[src/rtl/count_wrap_monitor_if.sv]
// Bus between a counter-side agent and the count_wrap_monitor.
// The master drives the observed count and the clear strobe. The slave (the
// monitor) returns the registered status view of the counter.
interface count_wrap_monitor_if #(
    parameter int CNT_W  = 4,
    parameter int WRAP_W = 8
);
    // Observed counter value and synchronous clear.
    logic [CNT_W-1:0]  count;
    logic              clear;

    // Registered monitor status.
    logic              wrap_up;
    logic              wrap_down;
    logic              step_err;
    logic              err_sticky;
    logic              dir;
    logic [WRAP_W-1:0] wrap_cnt;
    logic              stall;
    logic              primed;

    // Agent side: supplies the count, consumes the status.
    modport master (
        output count,
        output clear,
        input  wrap_up,
        input  wrap_down,
        input  step_err,
        input  err_sticky,
        input  dir,
        input  wrap_cnt,
        input  stall,
        input  primed
    );

    // Monitor side: consumes the count, produces the status.
    modport slave (
        input  count,
        input  clear,
        output wrap_up,
        output wrap_down,
        output step_err,
        output err_sticky,
        output dir,
        output wrap_cnt,
        output stall,
        output primed
    );
endinterface

[src/rtl/count_wrap_monitor.sv]
// Passive observer for an up/down counter. Every clock it compares the new
// count against the previous sample and classifies the transition as an up
// step, a down step, a hold or an illegal jump. It pulses on wrap-around and
// illegal steps, keeps a saturating wrap tally and a sticky error flag, and
// detects a counter that has stopped moving for STALL_LIM samples.
// All outputs come straight from flops; nothing from count/clear reaches an
// output combinationally.
// STALL_LIM must lie in 1..255 so that it fits the 8-bit stall counter.
module count_wrap_monitor #(
    parameter int CNT_W     = 4,
    parameter int WRAP_W    = 8,
    parameter int STALL_LIM = 8
) (
    input  logic                 clk,
    input  logic                 reset,
    count_wrap_monitor_if.slave  bus
);

    localparam logic [CNT_W-1:0]  CNT_ZERO  = '0;
    localparam logic [CNT_W-1:0]  CNT_ONE   = CNT_W'(1);
    localparam logic [CNT_W-1:0]  CNT_MAX   = '1;
    localparam logic [WRAP_W-1:0] WRAP_MAX  = '1;
    localparam logic [7:0]        STALL_MAX = 8'(STALL_LIM);

    // UNPRIMED: no reference sample yet.
    // TRACK:    counter is being followed normally.
    // STALLED:  STALL_LIM consecutive equal samples seen.
    typedef enum logic [1:0] {
        UNPRIMED = 2'd0,
        TRACK    = 2'd1,
        STALLED  = 2'd2
    } state_t;

    state_t            state,        state_d;
    logic [CNT_W-1:0]  prev,         prev_d;
    logic [7:0]        stall_cnt,    stall_cnt_d;
    logic              wrap_up_q,    wrap_up_d;
    logic              wrap_down_q,  wrap_down_d;
    logic              step_err_q,   step_err_d;
    logic              err_sticky_q, err_sticky_d;
    logic              dir_q,        dir_d;
    logic [WRAP_W-1:0] wrap_cnt_q,   wrap_cnt_d;

    // Transition decode shared by the classifier below.
    logic [CNT_W-1:0]  delta;
    logic              is_hold;
    logic              is_up;
    logic              is_down;
    logic              is_wrap_up;
    logic              is_wrap_down;

    // Modular difference between the new sample and the reference, plus the
    // wrap-edge detectors. The wrap detectors look at the absolute values so
    // that a 1-bit counter can report alternating up/down wraps.
    always_comb begin
        delta        = bus.count - prev;
        is_hold      = (delta == CNT_ZERO);
        is_up        = (delta == CNT_ONE);
        is_down      = (delta == CNT_MAX);
        is_wrap_up   = (prev == CNT_MAX)  && (bus.count == CNT_ZERO);
        is_wrap_down = (prev == CNT_ZERO) && (bus.count == CNT_MAX);
    end

    // Next-state and next-output logic for the monitor FSM.
    always_comb begin
        // NOTE: every signal written here gets a default first; a path that
        // leaves one unassigned would infer a latch instead of logic.
        state_d      = state;
        prev_d       = prev;
        stall_cnt_d  = stall_cnt;
        wrap_up_d    = 1'b0;
        wrap_down_d  = 1'b0;
        step_err_d   = 1'b0;
        err_sticky_d = err_sticky_q;
        dir_d        = dir_q;
        wrap_cnt_d   = wrap_cnt_q;

        unique case (state)
            UNPRIMED: begin
                // First sample only establishes the reference; no events.
                prev_d  = bus.count;
                state_d = TRACK;
            end

            TRACK, STALLED: begin
                prev_d = bus.count;

                if (is_hold) begin
                    if (stall_cnt >= STALL_MAX) begin
                        stall_cnt_d = STALL_MAX;
                    end else begin
                        stall_cnt_d = stall_cnt + 8'd1;
                    end
                end else begin
                    stall_cnt_d = 8'd0;
                    wrap_up_d   = is_wrap_up;
                    wrap_down_d = is_wrap_down;
                    if (is_up) begin
                        dir_d = 1'b1;
                    end else if (is_down) begin
                        dir_d = 1'b0;
                    end else begin
                        step_err_d   = 1'b1;
                        err_sticky_d = 1'b1;
                    end
                end

                // Either wrap direction bumps the tally, which never rolls over.
                if ((wrap_up_d || wrap_down_d) && (wrap_cnt_q != WRAP_MAX)) begin
                    wrap_cnt_d = wrap_cnt_q + WRAP_W'(1);
                end
            end

            default: begin
                // Unreachable encoding: re-prime from scratch.
                state_d = UNPRIMED;
            end
        endcase

        // Clear overrides the accumulated state but leaves this edge's pulses,
        // the reference sample and the direction alone.
        if (bus.clear) begin
            wrap_cnt_d   = '0;
            err_sticky_d = 1'b0;
            stall_cnt_d  = 8'd0;
        end

        // Stall entry uses the post-clear count so a clear on the limiting
        // hold keeps the FSM in TRACK; any movement or a clear leaves STALLED.
        if (state == TRACK && stall_cnt_d == STALL_MAX) begin
            state_d = STALLED;
        end else if (state == STALLED && (!is_hold || bus.clear)) begin
            state_d = TRACK;
        end
    end

    // State and output registers with asynchronous reset.
    always_ff @(posedge clk or posedge reset) begin
        if (reset) begin
            state        <= UNPRIMED;
            prev         <= '0;
            stall_cnt    <= 8'd0;
            wrap_up_q    <= 1'b0;
            wrap_down_q  <= 1'b0;
            step_err_q   <= 1'b0;
            err_sticky_q <= 1'b0;
            dir_q        <= 1'b0;
            wrap_cnt_q   <= '0;
        end else begin
            // NOTE: non-blocking assignments here so every flop samples the
            // values from before this edge, independent of statement order.
            state        <= state_d;
            prev         <= prev_d;
            stall_cnt    <= stall_cnt_d;
            wrap_up_q    <= wrap_up_d;
            wrap_down_q  <= wrap_down_d;
            step_err_q   <= step_err_d;
            err_sticky_q <= err_sticky_d;
            dir_q        <= dir_d;
            wrap_cnt_q   <= wrap_cnt_d;
        end
    end

    // stall and primed are decodes of the registered FSM state only.
    assign bus.wrap_up    = wrap_up_q;
    assign bus.wrap_down  = wrap_down_q;
    assign bus.step_err   = step_err_q;
    assign bus.err_sticky = err_sticky_q;
    assign bus.dir        = dir_q;
    assign bus.wrap_cnt   = wrap_cnt_q;
    assign bus.stall      = (state == STALLED);
    assign bus.primed     = (state != UNPRIMED);

endmodule

[src/flat_wrapper.sv]
// flat-port wrapper written by rule: the top's interface ports become plain ports
module count_wrap_monitor_flat 
#(
    parameter int CNT_W     = 4,
    parameter int WRAP_W    = 8,
    parameter int STALL_LIM = 8
)
  (clk, reset, bus_count, bus_clear, bus_wrap_up, bus_wrap_down, bus_step_err, bus_err_sticky, bus_dir, bus_wrap_cnt, bus_stall, bus_primed);
  count_wrap_monitor_if #(.CNT_W(CNT_W), .WRAP_W(WRAP_W)) bus_i ();
  input  logic clk;
  input  logic reset;
  input wire logic [$bits(bus_i.count)-1:0] bus_count;
  input wire logic [$bits(bus_i.clear)-1:0] bus_clear;
  output wire logic [$bits(bus_i.wrap_up)-1:0] bus_wrap_up;
  output wire logic [$bits(bus_i.wrap_down)-1:0] bus_wrap_down;
  output wire logic [$bits(bus_i.step_err)-1:0] bus_step_err;
  output wire logic [$bits(bus_i.err_sticky)-1:0] bus_err_sticky;
  output wire logic [$bits(bus_i.dir)-1:0] bus_dir;
  output wire logic [$bits(bus_i.wrap_cnt)-1:0] bus_wrap_cnt;
  output wire logic [$bits(bus_i.stall)-1:0] bus_stall;
  output wire logic [$bits(bus_i.primed)-1:0] bus_primed;
  assign bus_i.count = bus_count;
  assign bus_i.clear = bus_clear;
  assign bus_wrap_up = bus_i.wrap_up;
  assign bus_wrap_down = bus_i.wrap_down;
  assign bus_step_err = bus_i.step_err;
  assign bus_err_sticky = bus_i.err_sticky;
  assign bus_dir = bus_i.dir;
  assign bus_wrap_cnt = bus_i.wrap_cnt;
  assign bus_stall = bus_i.stall;
  assign bus_primed = bus_i.primed;
  count_wrap_monitor #(.CNT_W(CNT_W), .WRAP_W(WRAP_W), .STALL_LIM(STALL_LIM)) u_core (.clk(clk), .reset(reset), .bus(bus_i));
endmodule
[config.mk]
export PLATFORM = sky130hd
export DESIGN_NAME = count_wrap_monitor_flat
export DESIGN_NICKNAME = d
export VERILOG_FILES = /design/src/rtl/count_wrap_monitor_if.sv /design/src/rtl/count_wrap_monitor.sv /design/src/flat_wrapper.sv
export SDC_FILE = /design/constraint.sdc
export NUM_CORES = 1
export LEC_CHECK = 0
export CAP_MARGIN = 10
export CORE_MARGIN = 8
export CORE_UTILIZATION = 39
export DETAILED_ROUTE_END_ITERATION = 8
export PLACE_DENSITY = 0.59
export SLEW_MARGIN = 10
export SYNTH_ARGS = -nofsm -noshare
export SYNTH_HDL_FRONTEND = slang
export SYNTH_SLANG_ARGS = --single-unit
[constraint.sdc]
create_clock -name clk -period 2.67 [get_ports clk]
set_clock_uncertainty 0.15 [all_clocks]
set_input_delay 0.6675 -clock clk [delete_from_list [all_inputs] [get_ports clk]]
set_output_delay 0.6675 -clock clk [all_outputs]
set_load 0.01 [all_outputs]
======== Word-level counts from Yosys, hierarchy flattened ========
Cells that the tools add are included.
storage, ports and cells
  logic and storage cells ................. 74
  flip-flop bits (word level) ............. 27
  input bits .............................. 7
  output and inout bits ................... 15
operators by class
  bitwise operators ....................... 1
  magnitude comparators ................... 1
  $add $sub $neg .......................... 3
  eq/ne operators ......................... 12
  reductions and logical operators ........ 21
  muxes and demuxes ....................... 27
operators with widths
  operator                                                                              count
  8-bit 2-to-1 mux                                                                      7
  1-bit 2-to-1 mux                                                                      17
  8-bit by 1-bit adder with 8-bit output (second input constant)                        2
  4-bit equality test (second input constant)                                           3
  4-bit logical NOT                                                                     3
  8-bit by 4-bit equality test with 1-bit output (second input constant)                1
  8-bit by 4-bit greater-or-equal comparator with 1-bit output (second input constant)  1
  8-bit inequality test (second input constant)                                         1
  2-bit nonzero test                                                                    4
  2-bit inequality test (second input constant)                                         3
  1-bit logical AND                                                                     5
  4-bit by 1-bit equality test with 1-bit output (second input constant)                1
  2-bit 2-to-1 mux                                                                      2
  2-bit case mux with 2 select lines                                                    1
  4-bit AND reduction                                                                   1
  4-bit subtractor                                                                      1
  3-bit by 1-bit inequality test with 1-bit output (second input constant)              1
  3-bit AND reduction                                                                   1
  3-bit OR reduction                                                                    1
  2-bit by 1-bit equality test with 1-bit output (second input constant)                1
  2-bit equality test (second input constant)                                           1
  2-bit logical NOT                                                                     1
  1-bit logical OR                                                                      2
  2-bit AND reduction                                                                   1
  other kinds (3)                                                                       3

======== Logic depth before layout (Yosys ltp) ========
Gate-level depths: netlist (run 1).
  depth in word-level cells ............... 9
  depth in mapped cells ................... 10
  mapped depth without buffers ............ 9

======== Worst setup path after synthesis (run 1) ========
No wires, ideal clock.
  path type ............................... input to register
  start ................................... input port bus_count[0]
  end ..................................... register u_core.wrap_cnt_q[6] (netlist: u_core.bus.wrap_cnt[6])
  path buffers ............................ 1
  stages on the path ...................... 10
  slack ................................... -267 ps
  library setup time ...................... 119 ps
  data required time ...................... 2401 ps
  data arrival time ....................... 2668 ps
  cell sequence ........................... inv_1 ha_1 inv_1 fa_1 xnor2_1 nand2_1 o41ai_4 buf_2 nor3_1 o21a_1
between the ends
  longest elaborated chain between the ends .. 8
  elaborated cells between the ends (all ways) .. 14
  those cells by class .................... add/sub (1); eq/ne (1); mux (4); reduce/logical (8)
ends and longest elaborated chain
  item                                       RTL line                   source
  start, declared                            flat_wrapper.sv:12         input wire logic [$bits(bus_i.count)-1:0] bus_count;
  4-bit subtractor (tied with other cells)   count_wrap_monitor.sv:56   delta = bus.count - prev;
  4-bit logical NOT (tied with other cells)  count_wrap_monitor.sv:57   is_hold = (delta == CNT_ZERO);
  1-bit 2-to-1 mux                           count_wrap_monitor.sv:88   if (is_hold) begin
  1-bit 2-to-1 mux                           count_wrap_monitor.sv:78   unique case (state)
  1-bit logical OR (*)                       count_wrap_monitor.sv:109  if ((wrap_up_d || wrap_down_d) && (wrap_cnt_q != WRAP_MAX)) begin
  1-bit logical AND (*)                      count_wrap_monitor.sv:109
  2-bit nonzero test (no line) (*)           --
  2-bit AND reduction (no line) (*)          --
  end signal, assigned                       count_wrap_monitor.sv:160  wrap_cnt_q <= wrap_cnt_d;
  end, declared                              count_wrap_monitor.sv:42   logic [WRAP_W-1:0] wrap_cnt_q, wrap_cnt_d;
Mark *: on every way between the ends. The rest lies on a longest branch, timed or not. The select of a mux whose other input is x is not followed.
A chain may end at the register's enable or synchronous reset.

======== Worst setup path in the final report (run 1) ========
  start ................................... input port bus_count[0]
  end ..................................... register u_core.state[1]
between the ends
  longest elaborated chain between the ends .. 8
  elaborated cells between the ends (all ways) .. 13
  those cells by class .................... add/sub (1); eq/ne (2); mux (5); reduce/logical (5)
ends and longest elaborated chain
  item                                                                                                   RTL line                   source
  4-bit subtractor (*)                                                                                   count_wrap_monitor.sv:56
  4-bit logical NOT (*)                                                                                  count_wrap_monitor.sv:57
  8-bit 2-to-1 mux                                                                                       count_wrap_monitor.sv:88
  8-bit 2-to-1 mux                                                                                       count_wrap_monitor.sv:78
  8-bit 2-to-1 mux                                                                                       count_wrap_monitor.sv:122  if (bus.clear) begin
  8-bit by 4-bit equality test with 1-bit output                                                         count_wrap_monitor.sv:130  if (state == TRACK && stall_cnt_d == STALL_MAX) begin
  1-bit logical AND                                                                                      count_wrap_monitor.sv:130
  3-bit by 1-bit inequality test with 1-bit output (no line) / 2-bit 2-to-1 mux (equally long branches)  --
  end signal, assigned                                                                                   count_wrap_monitor.sv:152  state <= state_d;
  end, declared                                                                                          count_wrap_monitor.sv:34   state_t state, state_d;
Mark *: on every way between the ends. The rest lies on a longest branch, timed or not.

==> results of run 1 <==
[per-stage QoR]
| step | util (%) | power, W | instances |
|---|---|---|---|
| CTS | 55.8 | 0.00169 | 271 |
| global route | 56.4 | 0.00180 | 272 |
| global placement | 53.1 | 0.00135 | 265 |
| detailed placement | 53.1 | 0.00138 | 265 |
| floorplan | - | 0.000999 | 163 |
| finish | 56.4 | 0.00168 | 272 |
[cells by family after synthesis]
logic type / after synthesis
simple gates: 56
compound gates: 38
flops: 27
buf+inv: 22
fa+ha+maj: 11
mux: 6
xor+xnor: 3
[synth_stat cells, types with 3 or more instances]
master | instances | share of area, %
o21ai_0 | 5 | 1.5
nor4_1 | 4 | 1.5
nand3_1 | 6 | 1.8
inv_1 | 20 | 4.5
nand2b_1 | 4 | 1.5
o211ai_1 | 3 | 1.3
a21oi_1 | 6 | 1.8
nor2b_1 | 4 | 1.5
ha_1 | 10 | 7.5
o21a_1 | 3 | 1.3
or3_1 | 3 | 1.1
and2_1 | 5 | 1.9
dfrtp_1 | 27 | 40
nor2_1 | 11 | 2.5
mux2_2 | 6 | 4.0
nand2_1 | 4 | 0.90
[what timing repair did]
action,4_1_cts,5_1_grt
setup endpoints to repair,19,4
pin swaps,8,8
cloned,1,0
resized for setup,15,7
buffers inserted,1,1
[state kept, by name, summed over array words and instances, names as in the netlist]
signal / flops
u_core.bus.dir: 1
u_core.bus.err_sticky: 1
u_core.bus.step_err: 1
u_core.bus.wrap_cnt: 8
u_core.bus.wrap_down: 1
u_core.bus.wrap_up: 1
u_core.prev: 4
u_core.stall_cnt: 8
u_core.state: 2
[worst paths after layout]
path,start,end,depth (start not counted),slack [ps]
setup reg to reg,u_core.prev[0]$_DFFE_PP0P_,u_core.state[1]$_DFFE_PP0P_,8,260
min in group asynchronous,reset,u_core.bus.step_err$_DFF_PP0_,3,590
hold / removal,u_core.stall_cnt[5]$_DFF_PP0_,u_core.stall_cnt[5]$_DFF_PP0_,1,350
hold reg to reg,u_core.stall_cnt[5]$_DFF_PP0_,u_core.stall_cnt[5]$_DFF_PP0_,1,350
setup / recovery,bus_count[0],u_core.state[1]$_DFFE_PP0P_,10,100
max in group asynchronous,reset,u_core.prev[2]$_DFFE_PP0P_,3,1520
[per-layer routing]
metal	routed length, µm	up-vias
li1	-	707
met1	1990	696
met2	2010	17
met3	123	7
met4	55	0
met5	0	-
[power groups by stage]
stage / sequential (W) / combinational (W) / clock (W)
2_1_floorplan: 0.000506 / 0.000493 / 0
3_3_place_gp: 0.000498 / 0.000857 / 0
3_5_place_dp: 0.000502 / 0.000876 / 0
4_1_cts: 0.000494 / 0.000936 / 0.000261
5_1_grt: 0.000501 / 0.00103 / 0.000274
6_report: 0.000493 / 0.000941 / 0.000250
[layout make-up]
type | count | area [µm²]
sequential | 27 | 676
timing repair buffer | 55 | 474
clock buffer | 3 | 41.3
clock inverter | 1 | 7.51
multi-input combinational | 114 | 1040
inverter | 20 | 87.6
tap | 52 | 65.1
fill | 377 | 1850
==> impl_metrics.yaml, run 1 <==
status:
  status: "complete, no violations"
finish:
  final_cell_mix: "31 x buf_4, 27 x dfrtp_1, 18 x inv_1"
  layout_commonest_cell: "buf_4"
  diodes: 0
  area_delta_synth_final_pct: 42.5
  stdcell_area_mm2: 0.00239
  nets: 239
  drive_gt1_share_pct: 33.2
sta:
  final_max_slew_viol_count: 0
  relSlewSlack_pct: 73.1
  layout_min_cycle_time_ps: 2570
  fin_hold_ws_ps: 349
  max_slew.worst_pin.slew_ps: 399
  finalSetupViolations: 0
  hold_violations: 0
  fmax_ghz: 0.389
  post-route-period-util_pct: 96.4
  finalWorstSetupSlack_ps: 96.2
  tns_ps: 0
global_route:
  gr-usage-met3_pct: 2.41
  grt_pass1_wl_um: 7190
  overflow: 0
  grt-busiest-layer: "met2"
  met1_usage_pct: 17.9
  antenna_found_initial: 0
  grt_usage_pct: 13.5
  grt_start_max_net_pins: 28
  grt_util_met2_pct: 22.2
  grt_pass1_vias: 1515
power_and_ir_drop:
  p_clk_share_pct: 14.9
  p_int_w: 0.00104
  ir_worst_vdd_uv: 321
  pwr_density_cell_mw_per_mm2: 706
  combPwrFrac_pct: 55.8
  seqPwrFrac_pct: 29.3
  swShare_pct: 38.2
  p_sw_w: 0.000644
  power.leakage_nw: 1.01
cts:
  clock_path_buffers: 2
  clk_pin_slew_worst_paths_ps: 100
  worstSkewPairLatency_ps: 280
  cts_buffers: 3
  cts_root_buf: "clkbuf_8"
  cts_sinks: 27
  cts-htree-levels: 1
  tritoncts: "yes"
  ctsHoldBuffers: 0
die:
  initial_core_util_pct: 39.6
  fp.dieW_um: 81.5
  io_pins: 22
  rows: 24
  die_area_mm2: 0.00665
  core_area_mm2: 0.00423
  die_h_um: 81.5
routing:
  final_antenna_net_count: 0
  drt_iter0_markers: 60
  via_per_inst: 5.25
  wl_per_cell_um: 15.3
  route.vias.total: 1427
  finalWirelength_um: 4170
  first_pass_iters: 4
  drcViolationCount: 0
setup_path:
  critical_path_required_ps: 2700
  endpoint_kind: "flop"
  worstPathCellList: "buf_2 > inv_12 > ha_4 > inv_2 > fa_2 > xnor2_4 > nand4_1 > nor4_4 > a211oi_2 > a31o_2"
  cp-start-kind: "input pin"
  criticalPathCategory: "in -> reg"
  slowest_stage: "fa_2"
  cp_max_fo: 3
  critPathMaxStageDelay_ps: 420
  worst_path_dominant_cell_family: "simple AND/OR/NAND/NOR gates"
  critPathArrivalTime_ps: 2610
  path_buf_inv: 3
yosys:
  synth_async_sr_flop_share_pct: 100
  synth-seq-cells: 27
  synth_fa_ha_area_share_pct: 8.66
  ys_seq_area_share_pct: 40.3
  synthSimpleGateAreaFrac_pct: 21.7
  synthFlopType: "dfrtp_1"
  synthMuxAreaShare_pct: 4.03
  synth-edff-count: 0
  synth_cells: 163
  syn-num-nets: 181
  synth_top_family_by_area: "simple AND/OR/NAND/NOR gates"
  synth-xor-area-share_pct: 1.57
  postSynthAreaPerCell_um2: 10.3
  synth_compound_area_share_pct: 18.7
  ys_types: 49
  synth_warnings: 0
  synthesis.area_mm2: 0.00168
place:
  hpwl_um: 3110
  placed_area_mm2: 0.00225
  dp_slack_ps: -676
  io_buffer_count: 21
  gp_congestion: 0.815
min_path:
  hold_path_class: "reg -> reg"
flow_run:
  max_cap_viol_count: 0
Power figures use the tool's default switching activity.
==> run 2: changes to the inputs <==
--- a/config.mk
+++ b/config.mk
@@ -8,6 +8,7 @@
 export CAP_MARGIN = 10
 export CORE_MARGIN = 8
 export CORE_UTILIZATION = 39
+export CTS_CLUSTER_DIAMETER = 150
 export DETAILED_ROUTE_END_ITERATION = 8
 export PLACE_DENSITY = 0.59
 export SLEW_MARGIN = 10
==> results of run 2 <==
Same layout as run 1: the final DEF is identical, and so are final timing and power.
